[config.mk]
export PLATFORM = sky130hd
export DESIGN_NAME = host_output_drain
export DESIGN_NICKNAME = d
export VERILOG_FILES = /design/src/rtl/host_output_drain.sv
export SDC_FILE = /design/constraint.sdc
export NUM_CORES = 1
export LEC_CHECK = 0
export ABC_CLOCK_PERIOD_IN_PS = 2900
export BUFFER_PORTS_ARGS = -buffer_cell sky130_fd_sc_hd__buf_2
export CAP_MARGIN = 20
export CORE_MARGIN = 3
export CORE_UTILIZATION = 40
export CTS_BUF_LIST = sky130_fd_sc_hd__clkbuf_4
export DETAILED_ROUTE_END_ITERATION = 8
export PLACE_DENSITY_LB_ADDON = 0.3
export SLEW_MARGIN = 5
export SYNTH_ARGS = -nofsm -noshare
export SYNTH_HDL_FRONTEND = slang
export SYNTH_SLANG_ARGS = --single-unit
export TNS_END_PERCENT = 30
[constraint.sdc]
create_clock -name clock -period 2.9 [get_ports clock]
set_input_delay 0.145 -clock clock [delete_from_list [all_inputs] [get_ports clock]]
set_output_delay 0.145 -clock clock [all_outputs]
set_load 0.005 [all_outputs]
[src/rtl/host_output_drain.sv]
// -----------------------------------------------------------------------------
// host_output_drain
//
// Receives the emulator's decoupled output stream (io_o valid/ready/bits).
// Words are buffered in a small FIFO. The head word is shown on a set of
// host-polled wire-out registers. The host pops one word for each change of
// value on the host_pop_tog wire-in bit. It confirms each pop by watching
// out_seq flip. One host write therefore consumes exactly one word, or
// counts as an underflow when the FIFO is empty.
//
// Single clock domain. Any CDC is handled outside this block.
// DEPTH must be a power of two and at least 2.
//
// Ports:
//   clock           block clock
//   reset           synchronous, active-high reset
//   io_o_valid      emulator output word valid
//   io_o_ready      block can accept a word (depends on registered state only)
//   io_o_bits       emulator output word
//   host_pop_tog    wire-in bit; each change of value requests one pop
//   out_valid       FIFO non-empty; out_bits holds the head word
//   out_bits        head word; 0 when empty
//   out_seq         flips on every successful pop
//   level           current occupancy (extra bit separates full from empty)
//   pop_count       successful pops, wraps
//   underflow_count pop requests made while empty, saturates at all-ones
// -----------------------------------------------------------------------------
module host_output_drain #(
    parameter int unsigned DATA_W = 16,
    parameter int unsigned DEPTH  = 4,
    parameter int unsigned CNT_W  = 16
) (
    input  logic                     clock,
    input  logic                     reset,
    input  logic                     io_o_valid,
    output logic                     io_o_ready,
    input  logic [DATA_W-1:0]        io_o_bits,
    input  logic                     host_pop_tog,
    output logic                     out_valid,
    output logic [DATA_W-1:0]        out_bits,
    output logic                     out_seq,
    output logic [$clog2(DEPTH):0]   level,
    output logic [CNT_W-1:0]         pop_count,
    output logic [CNT_W-1:0]         underflow_count
);

    localparam int unsigned PTR_W = $clog2(DEPTH);
    localparam int unsigned LVL_W = PTR_W + 1;
    localparam logic [LVL_W-1:0] FULL_LVL = LVL_W'(DEPTH);

    // Storage and registered state
    logic [DATA_W-1:0] mem_q [DEPTH];
    logic [PTR_W-1:0]  rd_ptr_q, rd_ptr_d;
    logic [PTR_W-1:0]  wr_ptr_q, wr_ptr_d;
    logic [LVL_W-1:0]  level_q,  level_d;
    logic              pop_tog_q;
    logic              out_seq_q, out_seq_d;
    logic [CNT_W-1:0]  pop_cnt_q, pop_cnt_d;
    logic [CNT_W-1:0]  unf_cnt_q, unf_cnt_d;

    // Per-cycle events
    logic full;
    logic empty;
    logic pop_req;
    logic enq;
    logic deq;
    logic unf;

    // Event decode. Full and empty come from level_q only, so ready never
    // depends on io_o_valid. A pop decision uses the pre-enqueue level.
    // This means a word written this cycle cannot satisfy a pop made in
    // the same cycle.
    always_comb begin
        full    = (level_q == FULL_LVL);
        empty   = (level_q == '0);
        pop_req = host_pop_tog ^ pop_tog_q;
        enq     = io_o_valid && !full;
        deq     = pop_req && !empty;
        unf     = pop_req && empty;
    end

    // Next-state computation
    always_comb begin
        wr_ptr_d  = wr_ptr_q;
        rd_ptr_d  = rd_ptr_q;
        level_d   = level_q;
        out_seq_d = out_seq_q;
        pop_cnt_d = pop_cnt_q;
        unf_cnt_d = unf_cnt_q;

        // DEPTH is a power of two, so pointer overflow is the wrap.
        if (enq) begin
            wr_ptr_d = wr_ptr_q + PTR_W'(1);
        end

        if (deq) begin
            rd_ptr_d  = rd_ptr_q + PTR_W'(1);
            out_seq_d = ~out_seq_q;
            pop_cnt_d = pop_cnt_q + CNT_W'(1);
        end

        if (unf && (unf_cnt_q != '1)) begin
            unf_cnt_d = unf_cnt_q + CNT_W'(1);
        end

        unique case ({enq, deq})
            2'b10:   level_d = level_q + LVL_W'(1);
            2'b01:   level_d = level_q - LVL_W'(1);
            default: level_d = level_q;
        endcase
    end

    // State registers. On reset, pop_tog_q takes the live toggle value.
    // A toggle the host left at 1 therefore does not look like a request
    // once reset is released.
    always_ff @(posedge clock) begin
        if (reset) begin
            rd_ptr_q  <= '0;
            wr_ptr_q  <= '0;
            level_q   <= '0;
            pop_tog_q <= host_pop_tog;
            out_seq_q <= 1'b0;
            pop_cnt_q <= '0;
            unf_cnt_q <= '0;
        end else begin
            rd_ptr_q  <= rd_ptr_d;
            wr_ptr_q  <= wr_ptr_d;
            level_q   <= level_d;
            pop_tog_q <= host_pop_tog;
            out_seq_q <= out_seq_d;
            pop_cnt_q <= pop_cnt_d;
            unf_cnt_q <= unf_cnt_d;
        end
    end

    // FIFO storage needs no reset. Stale contents are hidden by level_q.
    always_ff @(posedge clock) begin
        if (!reset && enq) begin
            mem_q[wr_ptr_q] <= io_o_bits;
        end
    end

    // Outputs
    always_comb begin
        io_o_ready      = !full;
        out_valid       = !empty;
        out_bits        = empty ? '0 : mem_q[rd_ptr_q];
        out_seq         = out_seq_q;
        level           = level_q;
        pop_count       = pop_cnt_q;
        underflow_count = unf_cnt_q;
    end

endmodule
== After elaboration in Yosys (flattened, before gate mapping) ==
Memory sizes are Yosys's and may differ from the RTL's. A register that Yosys moved wholly into a read port is not among the register bits.
Cells that the tools add are included.
Operators by class
  $add $sub $neg: 6
  equal/unequal tests: 4
  mux-type cells: 6
  bitwise operators: 2
  reductions and logical operators: 10
Operators with widths (count)
  $add 16x1->16 const B: 2
  $mux 16: 1
  $ne 16x16->1 const B: 1
  $pmux 3 s2: 1
  $logic_and 1x1->1: 5
  $add 2x1->2 const B: 2
  $mux 2: 2
  $add 3x1->3 const B: 1
  $eq 3x3->1 const B: 1
  $logic_not 1->1: 3
  $logic_not 3->1: 1
  $sub 3x1->3 const B: 1
  $eq 2x1->1 const B: 1
  $eq 2x2->1 const B: 1
  $mux 1: 2
  $reduce_bool 2->1: 1
  $not 1->1: 1
  $xor 1x1->1: 1
Storage, ports and cells
  flip-flop bits (word level): 41
  memory bits (writable): 64
  input port bits: 20
  logic and storage cells: 36
  memories kept: 1
Memory list
  mem_q: depth 4, bits a word 16, rd ports 1, clocked after memory_dff 1, write ports 1, line 52  | logic [DATA_W-1:0] mem_q [DEPTH];

== Longest topological paths before layout ==
Gate-level depths: netlist (run 1).
  word-level depth: 6
  mapped depth: 8
  depth with buffers taken out: 8

== Least setup slack after synthesis (run 1) ==
Ideal clock, no wire load.
  kind: flip-flop to flip-flop
  start: register level_q[2], in the netlist level[2]
  end: register level_q[2], in the netlist level[2]
  library setup time: 70 ps
  arrival: 2211 ps
  required time: 2830 ps
  path slack: 618 ps
  stages on the path, launching flop included: 9
  path buffers: 0
  period minus slack after synthesis: 2282 ps
  cell sequence: dfxtp_1 -> or3b_2 -> nand2_1 -> ha_1 -> inv_1 -> fa_1 -> xor2_1 -> or3_1 -> a21oi_1
Between the ends
  cells in the longest elaborated chain, start to end: 5
  elaborated cells between the ends (all ways): 12
  classes of those cells: add/sub: 2; eq/ne: 3; mux: 1; reduce/logical: 6
Ends and longest elaborated chain
  from (decl): line 55  | logic [LVL_W-1:0] level_q, level_d;
  from (signal assigned): line 128  | level_q <= level_d;
  $eq 3x3->1 (*): line 74  | full = (level_q == FULL_LVL);
  $logic_not 1->1 (*)
  net io_o_ready: line 36  | output logic io_o_ready,
  $logic_and 1x1->1 (*): line 77  | enq = io_o_valid && !full;
  $eq 2x1->1 / $eq 2x2->1 (equally long branches): line 106  | unique case ({enq, deq})
  $pmux 3 s2 / $reduce_bool 2->1 (equally long branches)
Mark *: on every way through the listed nets, which the timed path passes. The rest lies on a longest branch.
A chain may end at the register's enable or synchronous reset.

== Worst setup path in the final report (run 1) ==
  start: register level_q[2], in the netlist level[2]
  end: register level_q[2], in the netlist level[2]
Between the ends
  cells in the longest elaborated chain, start to end: 5
  elaborated cells between the ends (all ways): 12
  classes of those cells: add/sub: 2; eq/ne: 3; mux: 1; reduce/logical: 6
Ends and longest elaborated chain (line)
  $eq 3x3->1 / $logic_not 3->1 (equally long branches): 74, 75
  $logic_not 1->1 (on tied branches): 77, 78
  $logic_and 1x1->1 (on tied branches): 77, 78
  $eq 2x1->1 / $eq 2x2->1 (equally long branches): 106
  $pmux 3 s2 / $reduce_bool 2->1 (equally long branches)
Parallel ways exist; a longest one is shown, timed or not.

==> results of run 1 <==
## routing by layer
metal / GRT usage, % / share of wire, %
met1: 18.8 / 45
met2: 23.7 / 49
met3: 4.57 / 5.5
met4: 4.14 / 0.91
met5: 0 / 0
## cell families (layout without fill, tap and decap cells)
| kind of cell | Yosys count | count (layout) | synth area share (%) |
|---|---|---|---|
| and+or+nand+nor | 114 | 114 | 14.9 |
| DFF | 107 | 107 | 62.3 |
| AOI/OAI and AO/OA | 56 | 56 | 7.45 |
| buffers and inverters | 24 | 123 | 2.10 |
| muxes | 17 | 17 | 8.32 |
| xor gates and xnor gates | 13 | 13 | 2.55 |
| adders and majority gates | 8 | 8 | 2.41 |
## path summary, 6_finish.rpt
kind,start,slack [ps],cells after the start,to
setup / recovery,level[2],460,8,level[2]
hold / removal,reset,250,3,mem_q[2][14]
setup reg to reg,level[2],460,8,level[2]
hold reg to reg,pop_count[15],490,2,pop_count[15]
## flip-flops by register name, summed over array words and instances, names as in the netlist, named ones only
name             cells
mem_q               64
level                3
underflow_count     16
rd_ptr_q             2
out_seq              1
pop_count           16
pop_tog_q            1
wr_ptr_q             2
## metrics by stage
step	setup WS [ps]	instance area [um2]
6_report	462	5330
3_3_place_gp	595	5010
4_1_cts	462	5330
3_5_place_dp	498	5010
5_1_grt	320	5330
2_1_floorplan	618	4470
## cell type report
type                    instances  area [um2]  area share [%]
clock inverters                 6        70.1            1.32
clock buffers                   9        67.6            1.27
well taps                     136         170            3.19
repair buffers                101         621            11.6
inverters                       7        26.3           0.493
multi-input cells             208        1590            29.8
flip-flops and latches        107        2780            52.2
## synthesized netlist by cell type (all sizes together), types with 2 or more instances
library cell / count / area [um2]
a311oi: 2 / 17.5
o31ai: 13 / 97.6
buf: 3 / 15.0
and2: 23 / 144
and4: 2 / 17.5
xnor2: 7 / 61.3
a21oi: 28 / 140
or4: 14 / 105
o21ai: 10 / 50.1
and3: 4 / 25.0
nand3: 8 / 40.0
nor4: 4 / 31.3
or3: 10 / 62.6
inv: 7 / 26.3
nor3: 2 / 21.3
clkbuf: 14 / 52.6
nand2: 15 / 56.3
xor2: 6 / 52.6
nand4: 9 / 56.3
mux4: 16 / 360
nor2: 18 / 67.6
edfxtp: 64 / 1920
dfxtp: 43 / 861
ha: 7 / 87.6
## layout by cell type (no fill, tap or decap), types with 13 or more instances in the layout
cell type	netlist	final
sky130_fd_sc_hd__nor2_1	18	18
sky130_fd_sc_hd__edfxtp_1	64	64
sky130_fd_sc_hd__dfxtp_1	43	43
sky130_fd_sc_hd__mux4_2	16	16
sky130_fd_sc_hd__and2_1	23	23
sky130_fd_sc_hd__or4_1	14	14
sky130_fd_sc_hd__o31ai_1	13	13
sky130_fd_sc_hd__dlygate4sd3_1	0	18
sky130_fd_sc_hd__buf_2	3	73
sky130_fd_sc_hd__nand2_1	15	15
sky130_fd_sc_hd__a21oi_1	28	28
## worst max-delay path: stages (launching register included)
cell and delay (ps):
sky130_fd_sc_hd__dfxtp_1 480, sky130_fd_sc_hd__or3b_2 490, sky130_fd_sc_hd__nand2_1 150, sky130_fd_sc_hd__ha_1 210
sky130_fd_sc_hd__inv_1 70, sky130_fd_sc_hd__fa_1 380, sky130_fd_sc_hd__xor2_1 170, sky130_fd_sc_hd__or3_1 310
sky130_fd_sc_hd__a21oi_1 140
## power groups by stage
stage	registers, W	logic [W]	clock network, W
floorplan	0.00183	0.000656	0
global placement	0.00184	0.00102	0
detailed placement	0.00185	0.00105	0
CTS	0.00182	0.00107	0.000783
global route	0.00183	0.00117	0.000844
finish	0.00182	0.00104	0.000752
==> metrics.md, run 1 <==
| Metric | Value |
|---|---|
| Status | finished, final reports clean |
| Clock network power share | about a fifth |
| Part of the total power dissipated in sequential elements | about half |
| Max VDD drop | between 0.3 and 0.4 mV |
| Clk Tree Root Cell | sky130_fd_sc_hd__clkbuf_4 |
| Classification of the worst setup path | reg -> reg |
| First-pass GRT wire length | ~15000 um |
| Final count of negative-setup-slack endpoints | 0 |
| Die extent in y | between 100 and 150 um |
| Number of max-capacitance violations reported | 0 |
| Clock H-tree levels | 3 |
| CTS clk-pin slew, worst paths | 150 ps |
| Category of the worst setup path capture point | flip-flop |
| Setup Buffers After CTS | 0 |
| Number of synthesized register bits | 107 |
| Sum of net half-perimeters after detailed placement | roughly 5900 um |
| Antenna violations before repair | 0 |
| Cell-internal power | roughly 0.0025 W |
| Ys Warns | 0 |
| Power density cells | approximately 680 mW/mm2 |
| Syn Inst Count | ~340 |
| Cts bufs inserted | 9 |
| Final nets | 462 |
| Antenna diodes | 0 |
| Die X-Extent | 112 um |
| CP Data Arrival Time | between 2000 and 3000 ps |
| Clock net sink count | around 110 |
| Data required time at the worst endpoint | between 3000 and 4000 ps |
| Standby leakage power | 1.92 nW |
| Hold violation count in the final report | 0 |
| Total length of routed wires | ~8900 um |
| Number of gates given a new drive strength after cts | 0 |
| # IOs | between 70 and 80 |
| Synth-to-layout area growth | 19.3% |
| Synthesized area divided by synthesized cell count | around 13 um2 |
| Via count normalized by instance count | about 5.2 |
| Number of routed nets with antenna violations | 0 |
| Number of buffer cells added on primary ports | 73 |
| Async set-reset flop share out of synthesis | 0% |
| Total chip power | between 0.003 and 0.004 W |
| DRC violation total after the first TritonRoute iteration | between 100 and 150 |
| Critical Path Fanout Max | 5 |
| Setup skew after layout | around 16 ps |
| Dominant synthesized flop cell | sky130_fd_sc_hd__edfxtp_1 |
| Part of the power in combinational logic | ~29% |
| Source-to-sink clock delay at the later pin of the worst-skew pair | about 450 ps |
| Placeable core area | about 0.011 mm2 |
| Post-layout instance count excluding filler cells | 574 |
| Transition time at the pin with the least slew margin | roughly 850 ps |
| DRC viols | 0 |
| Final max-slew violation count | 0 |
| Fraction of power spent switching nets | a little over 30% |
| Setup repair after global routing missed its margin | no |
| Fraction of final layout cells with drive strength greater than 1 | around 28% |
| Peak Freq | 410 MHz |
| Cell count after placement | around 540 |
| CTS tree | yes |
| Number of core rows | 37 |
| Min Hold Slack | between 200 and 250 ps |
| Effective utilization at floorplan | 42.1% |
| Net Switching | 0.00109 W |
| Final cycle utilization of the critical path | about 84% |
| Final core utilization | 50.3% |
| Number of flops mapped to enable cells by yosys | 64 |
| Total track usage | between 10 and 15% |
| Routed wire length per instance | 15.5 um |
| Total standard cell area after synthesis | ~0.0045 mm2 |
| Overall overflow remaining after global route | 0 |
| Total via count after detailed routing | 2962 |
| Worst-case headroom to the max-slew limit | between 40 and 50% |
| Startpoint types | flip-flop |
| Pin count of the biggest net entering global routing | 43 |
| Proportion of synthesized chip area in sequential cells | 62.3% |
| Number of global-route vias before repair | roughly 2900 |
| Hold-fix buffers, CTS | 18 |
| Worst Hold Class | in -> reg |
| Setup_tns | 0 ps |
| Number of different library cells in the post-synthesis netlist | 37 |
| Number of fillers in the final layout | a little over 900 |
| Detailed-router iteration count before antenna repair | 4 |
| GP Congestion | 0.762 |
| Total nets after synthesis | 367 |
| Clock tree buffer depth | 2 |
| Fin crit period | about 2400 ps |
| Die footprint | approximately 0.012 mm2 |
(Power assumes the default switching activity.)
==> run 2, diff against run 1 <==
Settings changed: ABC_CLOCK_PERIOD_IN_PS 2900 to 2300.
Clock period 2.9 ns to 2.3 ns, I/O delays scaled along.
==> metrics.md, run 2 (synthesized netlist as in run 1, its figures left out) <==
| Metric | Value |
|---|---|
| Final cycle utilization of the critical path | 91.9% (+7.8 points) |
| Clk Tree Root Cell | sky130_fd_sc_hd__clkbuf_4 |
| Master of the slowest instance on the critical path | sky130_fd_sc_hd__or3b_4 |
| Transition time at the pin with the least slew margin | 572 ps (-273 ps) |
| Total placed instance area | 0.00508 mm2 (+1.4%) |
| Number of global-route vias before repair | 3074 (+7.1%) |
| Clock H-tree levels | 3 (unchanged) |
| Die footprint | 0.0125 mm2 (unchanged) |
| Total via count after detailed routing | 3075 (+3.8%) |
| Number of buffer cells added on primary ports | 73 (unchanged) |
| Effective utilization at floorplan | 42.1% (unchanged) |
| Worst-case headroom to the max-slew limit | 61.5% (+18 points) |
| Total length of routed wires | 8910 um (about the same) |
| Sum of net half-perimeters after detailed placement | 5970 um (+1.4%) |
| Cts bufs inserted | 9 (unchanged) |
| Data required time at the worst endpoint | 2680 ps (-610 ps) |
| Cell count after placement | 549 (+1.5%) |
| First-pass GRT wire length | 14800 um (+2.2%) |
| FF+latch area | 0.00278 mm2 (about the same) |
| Standby leakage power | 1.96 nW (+2.4%) |
| Overall overflow remaining after global route | 0 (unchanged) |
| Setup skew after layout | 14.7 ps (-1.71 ps) |
| GP Congestion | 0.749 (-1.7%) |
| Source-to-sink clock delay at the later pin of the worst-skew pair | 440 ps (about the same) |
| Fin crit period | 2110 ps (-324 ps) |
| Clock net sink count | 107 (unchanged) |
| Area used by multi-input combinational logic | 0.00160 mm2 (+0.47%) |
| Critical Path Fanout Max | 3 (-2) |
| Detailed-router iteration count before antenna repair | 4 (unchanged) |
| Placeable core area | 0.0106 mm2 (unchanged) |
| CTS clk-pin slew, worst paths | 170 ps (+20 ps) |
| Classification of the worst setup path | reg -> reg |
| Startpoint types | flip-flop |
| CTS tree | yes |
| Antenna violations before repair | 0 (unchanged) |
| Post-layout instance count excluding filler cells | 583 (+1.6%) |
| DRC violation total after the first TritonRoute iteration | 163 (+18%) |
| Fraction of final layout cells with drive strength greater than 1 | 29.8% (+2.1 points) |
| Total chip power | 0.00462 W (+28%) |
| Cell Chain, Critical Path | or3b_4 > nand2_2 > ha_2 > inv_1 > fa_1 > xor2_1 > or3_1 > a21oi_1 |
| Worst path bufs/invs | 1 (unchanged) |
| Via count normalized by instance count | 5.27 (+2.2%) |
| Setup repair after global routing missed its margin | no |
| Synth-to-layout area growth | 21.3% |
| Final max-slew violation count | 0 (unchanged) |
| Die X-Extent | 112 um (unchanged) |
| CP delay by family, top | simple AND/OR/NAND/NOR gates |
| Post-route cell area | 0.00542 mm2 (+1.7%) |
| Delay of the slowest cell on the worst path | 400 ps (-90 ps) |
| Status | finished, final reports clean |
| Most flops, register | mem_q |
| Number of fillers in the final layout | 918 (-1.3%) |
| Number of routed nets with antenna violations | 0 (unchanged) |
| Peak Freq | 473 MHz (+15%) |
| DRC viols | 0 (unchanged) |
| Setup Buffers After CTS | 0 (unchanged) |
| Number of max-capacitance violations reported | 0 (unchanged) |
| Setup_tns | 0 ps (unchanged) |
| Number of core rows | 37 (unchanged) |
| Pin count of the biggest net entering global routing | 43 (unchanged) |
| Power density cells | 853 mW/mm2 (+26%) |
| Final count of negative-setup-slack endpoints | 0 (unchanged) |
| Category of the worst setup path capture point | flip-flop |
| Antenna diodes | 0 (unchanged) |
| # IOs | 74 (unchanged) |
| Hold violation count in the final report | 0 (unchanged) |
| Routed wire length per instance | 15.3 um (-1.6%) |
| Max VDD drop | 0.326 mV (-12%) |
| Die extent in y | 112 um (unchanged) |
| Final nets | 470 (+1.7%) |
| CP Data Arrival Time | 2500 ps (-320 ps) |
| Total track usage | 14.7% (+0.14 points) |
| Max reg flops | 64 (unchanged) |
| Clock tree buffer depth | 2 (unchanged) |
| Final core utilization | 51.1% (+0.85 points) |
| Commonest cells after routing, fill and taps aside | sky130_fd_sc_hd__buf_2 (73), sky130_fd_sc_hd__edfxtp_1 (64), sky130_fd_sc_hd__dfxtp_1 (42) |
| Worst Hold Class | in -> reg |
| Most common library cell in the layout ignoring fill and taps | sky130_fd_sc_hd__buf_2 |
## run 2: cell types whose count changed in the layout (fill, tap and decap cells not counted), sizes merged
| cell | delta |
|---|---|
| inv | +1 |
| bufinv | -1 |
| clkinv | +1 |
| buf | +8 |
## run 2: stage by stage
| step | hold slack, ps | setup slack [ps] |
|---|---|---|
| after global routing | 181 | 71.8 |
| after global placement | 271 | 168 |
| after CTS | 169 | 57.5 |
| after detailed placement | 270 | 102 |
| after floorplan | 143 | 18.4 |
| final | 202 | 186 |
## run 2: worst reg2reg max path: cells and delay by family, from the launching register on
| kind | cells | cell delay, ps |
|---|---|---|
| DFF | 1 | 360 |
| AOI/OAI and AO/OA | 1 | 140 |
| adders and majority gates | 2 | 560 |
| xor gates and xnor gates | 1 | 160 |
| and+or+nand+nor | 3 | 790 |
| buffers and inverters | 1 | 50 |
## run 2: power by group
part	total, W	switching (W)	leakage (nW)	internal, W
logic	0.00143	0.000710	0.951	0.000718
clock network	0.000944	0.000677	0.0807	0.000267
registers	0.00225	0.0000689	0.930	0.00218
total	0.00462	0.00146	1.96	0.00316
## run 2: final timing paths
path,from,to,slack (ps),cells past startpoint
setup / recovery,level[0],level[2],190,8
hold / removal,reset,mem_q[2][14],200,3
setup reg to reg,level[0],level[2],190,8
hold reg to reg,pop_count[15],pop_count[15],490,2
## run 2: final cells by class
| type | count | share of cell area, % |
|---|---|---|
| sequential | 107 | 51.4 |
| inverter | 7 | 0.485 |
| multi-input combinational | 208 | 29.5 |
| clock inverter | 7 | 1.45 |
| timing repair buffer | 109 | 12.8 |
| tap | 136 | 3.14 |
| clock buffer | 9 | 1.25 |
## run 2: routing by layer
layer  wire, um  GRT usage [%]
met2       4350           24.7
met1       3950           18.7
met5          0              0
met4         87           3.97
met3        517           4.13
## run 2: timing repair
action / CTS / global route
hold endpoints to repair: 66 / 0
endpoints found under the setup margin: 0 / 1
resized for setup: 0 / 4
hold buffers: 18 / 0
==> run 3, diff against run 2 <==
Settings changed: CORE_UTILIZATION 40 to 38.
==> metrics.md, run 3 (synthesized netlist as in run 1, its figures left out) <==
| Metric | Value |
|---|---|
| Worst R2R End | level[2] |
| FF-to-FF Start | level[0] |
| Total via count after detailed routing | 3038 (-1.2%) |
| FF-to-FF path depth | 8 (unchanged) |
| Fraction of power spent switching nets | 29.7% (-1.8 points) |
| Master of the slowest instance on the critical path | sky130_fd_sc_hd__or3b_4 |
| Number of core rows | 38 (+2.7%) |
| Cell-internal power | 0.00322 W (+1.9%) |
| CTS tree | yes |
| Total chip power | 0.00459 W (-0.71%) |
| Post-route cell area | 0.00540 mm2 (-0.39%) |
| Die extent in y | 114 um (+2.5%) |
| First-pass GRT wire length | 15300 um (+3.3%) |
| Clock net sink count | 107 (unchanged) |
| Worst-case headroom to the max-slew limit | 57.8% (-3.8 points) |
| Classification of the worst setup path | reg -> reg |
| Final nets | 470 (unchanged) |
| Clock network power share | 20.1% (-0.3 points) |
| CTS clk-pin slew, worst paths | 150 ps (-20 ps) |
| Die footprint | 0.0131 mm2 (+5.0%) |
| CP Data Arrival Time | 2500 ps (about the same) |
| Clock H-tree levels | 3 (unchanged) |
| Worst Hold Class | in -> reg |
| Worst reg-to-reg setup slack | 180 ps (about the same) |
| Number of routed nets with antenna violations | 0 (unchanged) |
| Effective utilization at floorplan | 40.0% (-2.2 points) |
| Setup Buffers After CTS | 0 (unchanged) |
| Standby leakage power | 1.95 nW (-0.50%) |
| Peak Freq | 472 MHz (-0.22%) |
| Setup repair after global routing missed its margin | no |
| Delay of the slowest cell on the worst path | 400 ps (about the same) |
| Part of the total power dissipated in sequential elements | 48.9% (+0.2 points) |
| Transition time at the pin with the least slew margin | 628 ps (+56.0 ps) |
| Antenna violations before repair | 0 (unchanged) |
| Antenna diodes | 0 (unchanged) |
| Sum of net half-perimeters after detailed placement | 5980 um (+0.12%) |
| Setup_tns | 0 ps (unchanged) |
| Clk Tree Root Cell | sky130_fd_sc_hd__clkbuf_4 |
| Total track usage | 15.0% (+0.29 points) |
| Power density cells | 850 mW/mm2 (-0.32%) |
| Routed wire length per instance | 15.6 um (+2.3%) |
| Net Switching | 0.00136 W (-6.3%) |
| # IOs | 74 (unchanged) |
| Cts bufs inserted | 9 (unchanged) |
| Final max-slew violation count | 0 (unchanged) |
| Max reg flops | 64 (unchanged) |
| Cell Chain, Critical Path | or3b_4 > nand2_2 > ha_2 > inv_1 > fa_1 > xor2_1 > or3_1 > a21oi_1 |
| Category of the worst setup path capture point | flip-flop |
| Number of buffer cells added on primary ports | 73 (unchanged) |
| Setup skew after layout | 17.0 ps (+2.30 ps) |
| Most common library cell in the layout ignoring fill and taps | sky130_fd_sc_hd__buf_2 |
| Pin count of the biggest net entering global routing | 43 (unchanged) |
| Setup crit end | level[2] |
| Total length of routed wires | 9160 um (+2.9%) |
| Critical Path Fanout Max | 3 (unchanged) |
| Commonest cells after routing, fill and taps aside | sky130_fd_sc_hd__buf_2 (73), sky130_fd_sc_hd__edfxtp_1 (64), sky130_fd_sc_hd__dfxtp_1 (42) |
| Fin crit period | 2120 ps (+4.76 ps) |
| Overall overflow remaining after global route | 0 (unchanged) |
| Number of global-route vias before repair | 3113 (+1.3%) |
| Source-to-sink clock delay at the later pin of the worst-skew pair | 460 ps (+20 ps) |
| Number of max-capacitance violations reported | 0 (unchanged) |
| Via count normalized by instance count | 5.18 (-1.7%) |
| Clock tree buffer depth | 2 (unchanged) |
| Placeable core area | 0.0112 mm2 (+5.4%) |
| Area used by multi-input combinational logic | 0.00160 mm2 (unchanged) |
| FF+latch area | 0.00278 mm2 (unchanged) |
| Total placed instance area | 0.00507 mm2 (-0.15%) |
| Most flops, register | mem_q |
| Detailed-router iteration count before antenna repair | 4 (unchanged) |
| DRC viols | 0 (unchanged) |
| Max VDD drop | 0.408 mV (+25%) |
| Fraction of final layout cells with drive strength greater than 1 | 29.4% (-0.38 points) |
| Startpoint types | flip-flop |
| GP Congestion | 0.749 (+0.11%) |
| Status | finished, final reports clean |
| Number of fillers in the final layout | 1033 (+13%) |
| Critical Path Source | level[0] |
| Final cycle utilization of the critical path | 92.1% (+0.21 points) |
| Final count of negative-setup-slack endpoints | 0 (unchanged) |
| Hold violation count in the final report | 0 (unchanged) |
| Die X-Extent | 114 um (+2.5%) |
| Data required time at the worst endpoint | 2680 ps (about the same) |
| Synth-to-layout area growth | 20.8% |
| Part of the power in combinational logic | 31.0% (about the same) |
| DRC violation total after the first TritonRoute iteration | 200 (+23%) |
[run 3: cell count changes in the layout (fill, tap and decap cells not counted), sizes merged]
cell,before,now
inv,11,9
bufinv,0,1
[run 3: critical path, delay by kind of cell (launching register included)]
| kind | cells | cell delay, ps |
|---|---|---|
| buffers and inverters | 1 | 60 |
| xor gates and xnor gates | 1 | 160 |
| adders and majority gates | 2 | 570 |
| AOI/OAI and AO/OA | 1 | 140 |
| and+or+nand+nor | 3 | 790 |
| DFF | 1 | 330 |
[run 3: per-stage QoR]
stage	util (%)	hold slack, ps	setup slack [ps]	cells
2_1_floorplan	-	143	18.4	339
3_3_place_gp	45.4	283	161	553
3_5_place_dp	45.4	281	82.5	553
4_1_cts	48.2	154	47.9	586
5_1_grt	48.3	189	56.2	586
6_report	48.3	209	181	586
[run 3: power groups by stage]
stage | Sequential, W | Combinational (W) | Clock [W]
4_1_cts | 0.00225 | 0.00145 | 0.000972
2_1_floorplan | 0.00230 | 0.000827 | 0
3_5_place_dp | 0.00229 | 0.00142 | 0
5_1_grt | 0.00227 | 0.00159 | 0.00105
3_3_place_gp | 0.00228 | 0.00139 | 0
6_report | 0.00224 | 0.00142 | 0.000922
[run 3: final cells by class]
cell class                 count  share of cell area, %
clock buffer                   9                   1.25
timing repair buffer         109                   12.6
sequential                   107                   51.6
clock inverter                 6                   1.21
tap                          140                   3.25
multi-input combinational    208                   29.6
inverter                       7                  0.487
[run 3: repair_timing]
action	4_1_cts	5_1_grt
gates resized for setup	0	4
hold buffers	18	0
setup endpoints to repair	0	1
endpoints found under the hold margin	66	0
[run 3: worst min path at each step]
stage / from / end / slack [ps] / cells past startpoint
after floorplan: host_pop_tog / pop_tog_q / 140 / 0
after global placement: host_pop_tog / pop_tog_q / 280 / 1
after detailed placement: host_pop_tog / pop_tog_q / 280 / 1
after CTS: reset / out_seq / 150 / 3
after global routing: reset / pop_count[2] / 190 / 3
final: reset / out_seq / 210 / 3
[run 3: routing by layer]
metal | up-vias | part of all wire (%) | global-route usage, %
met1 | 1472 | 46 | 20.0
met3 | 12 | 4.6 | 4.28
met4 | 0 | 1.8 | 5.62
met2 | 56 | 47 | 23.1
li1 | 1498 | - | -
met5 | - | 0 | 0
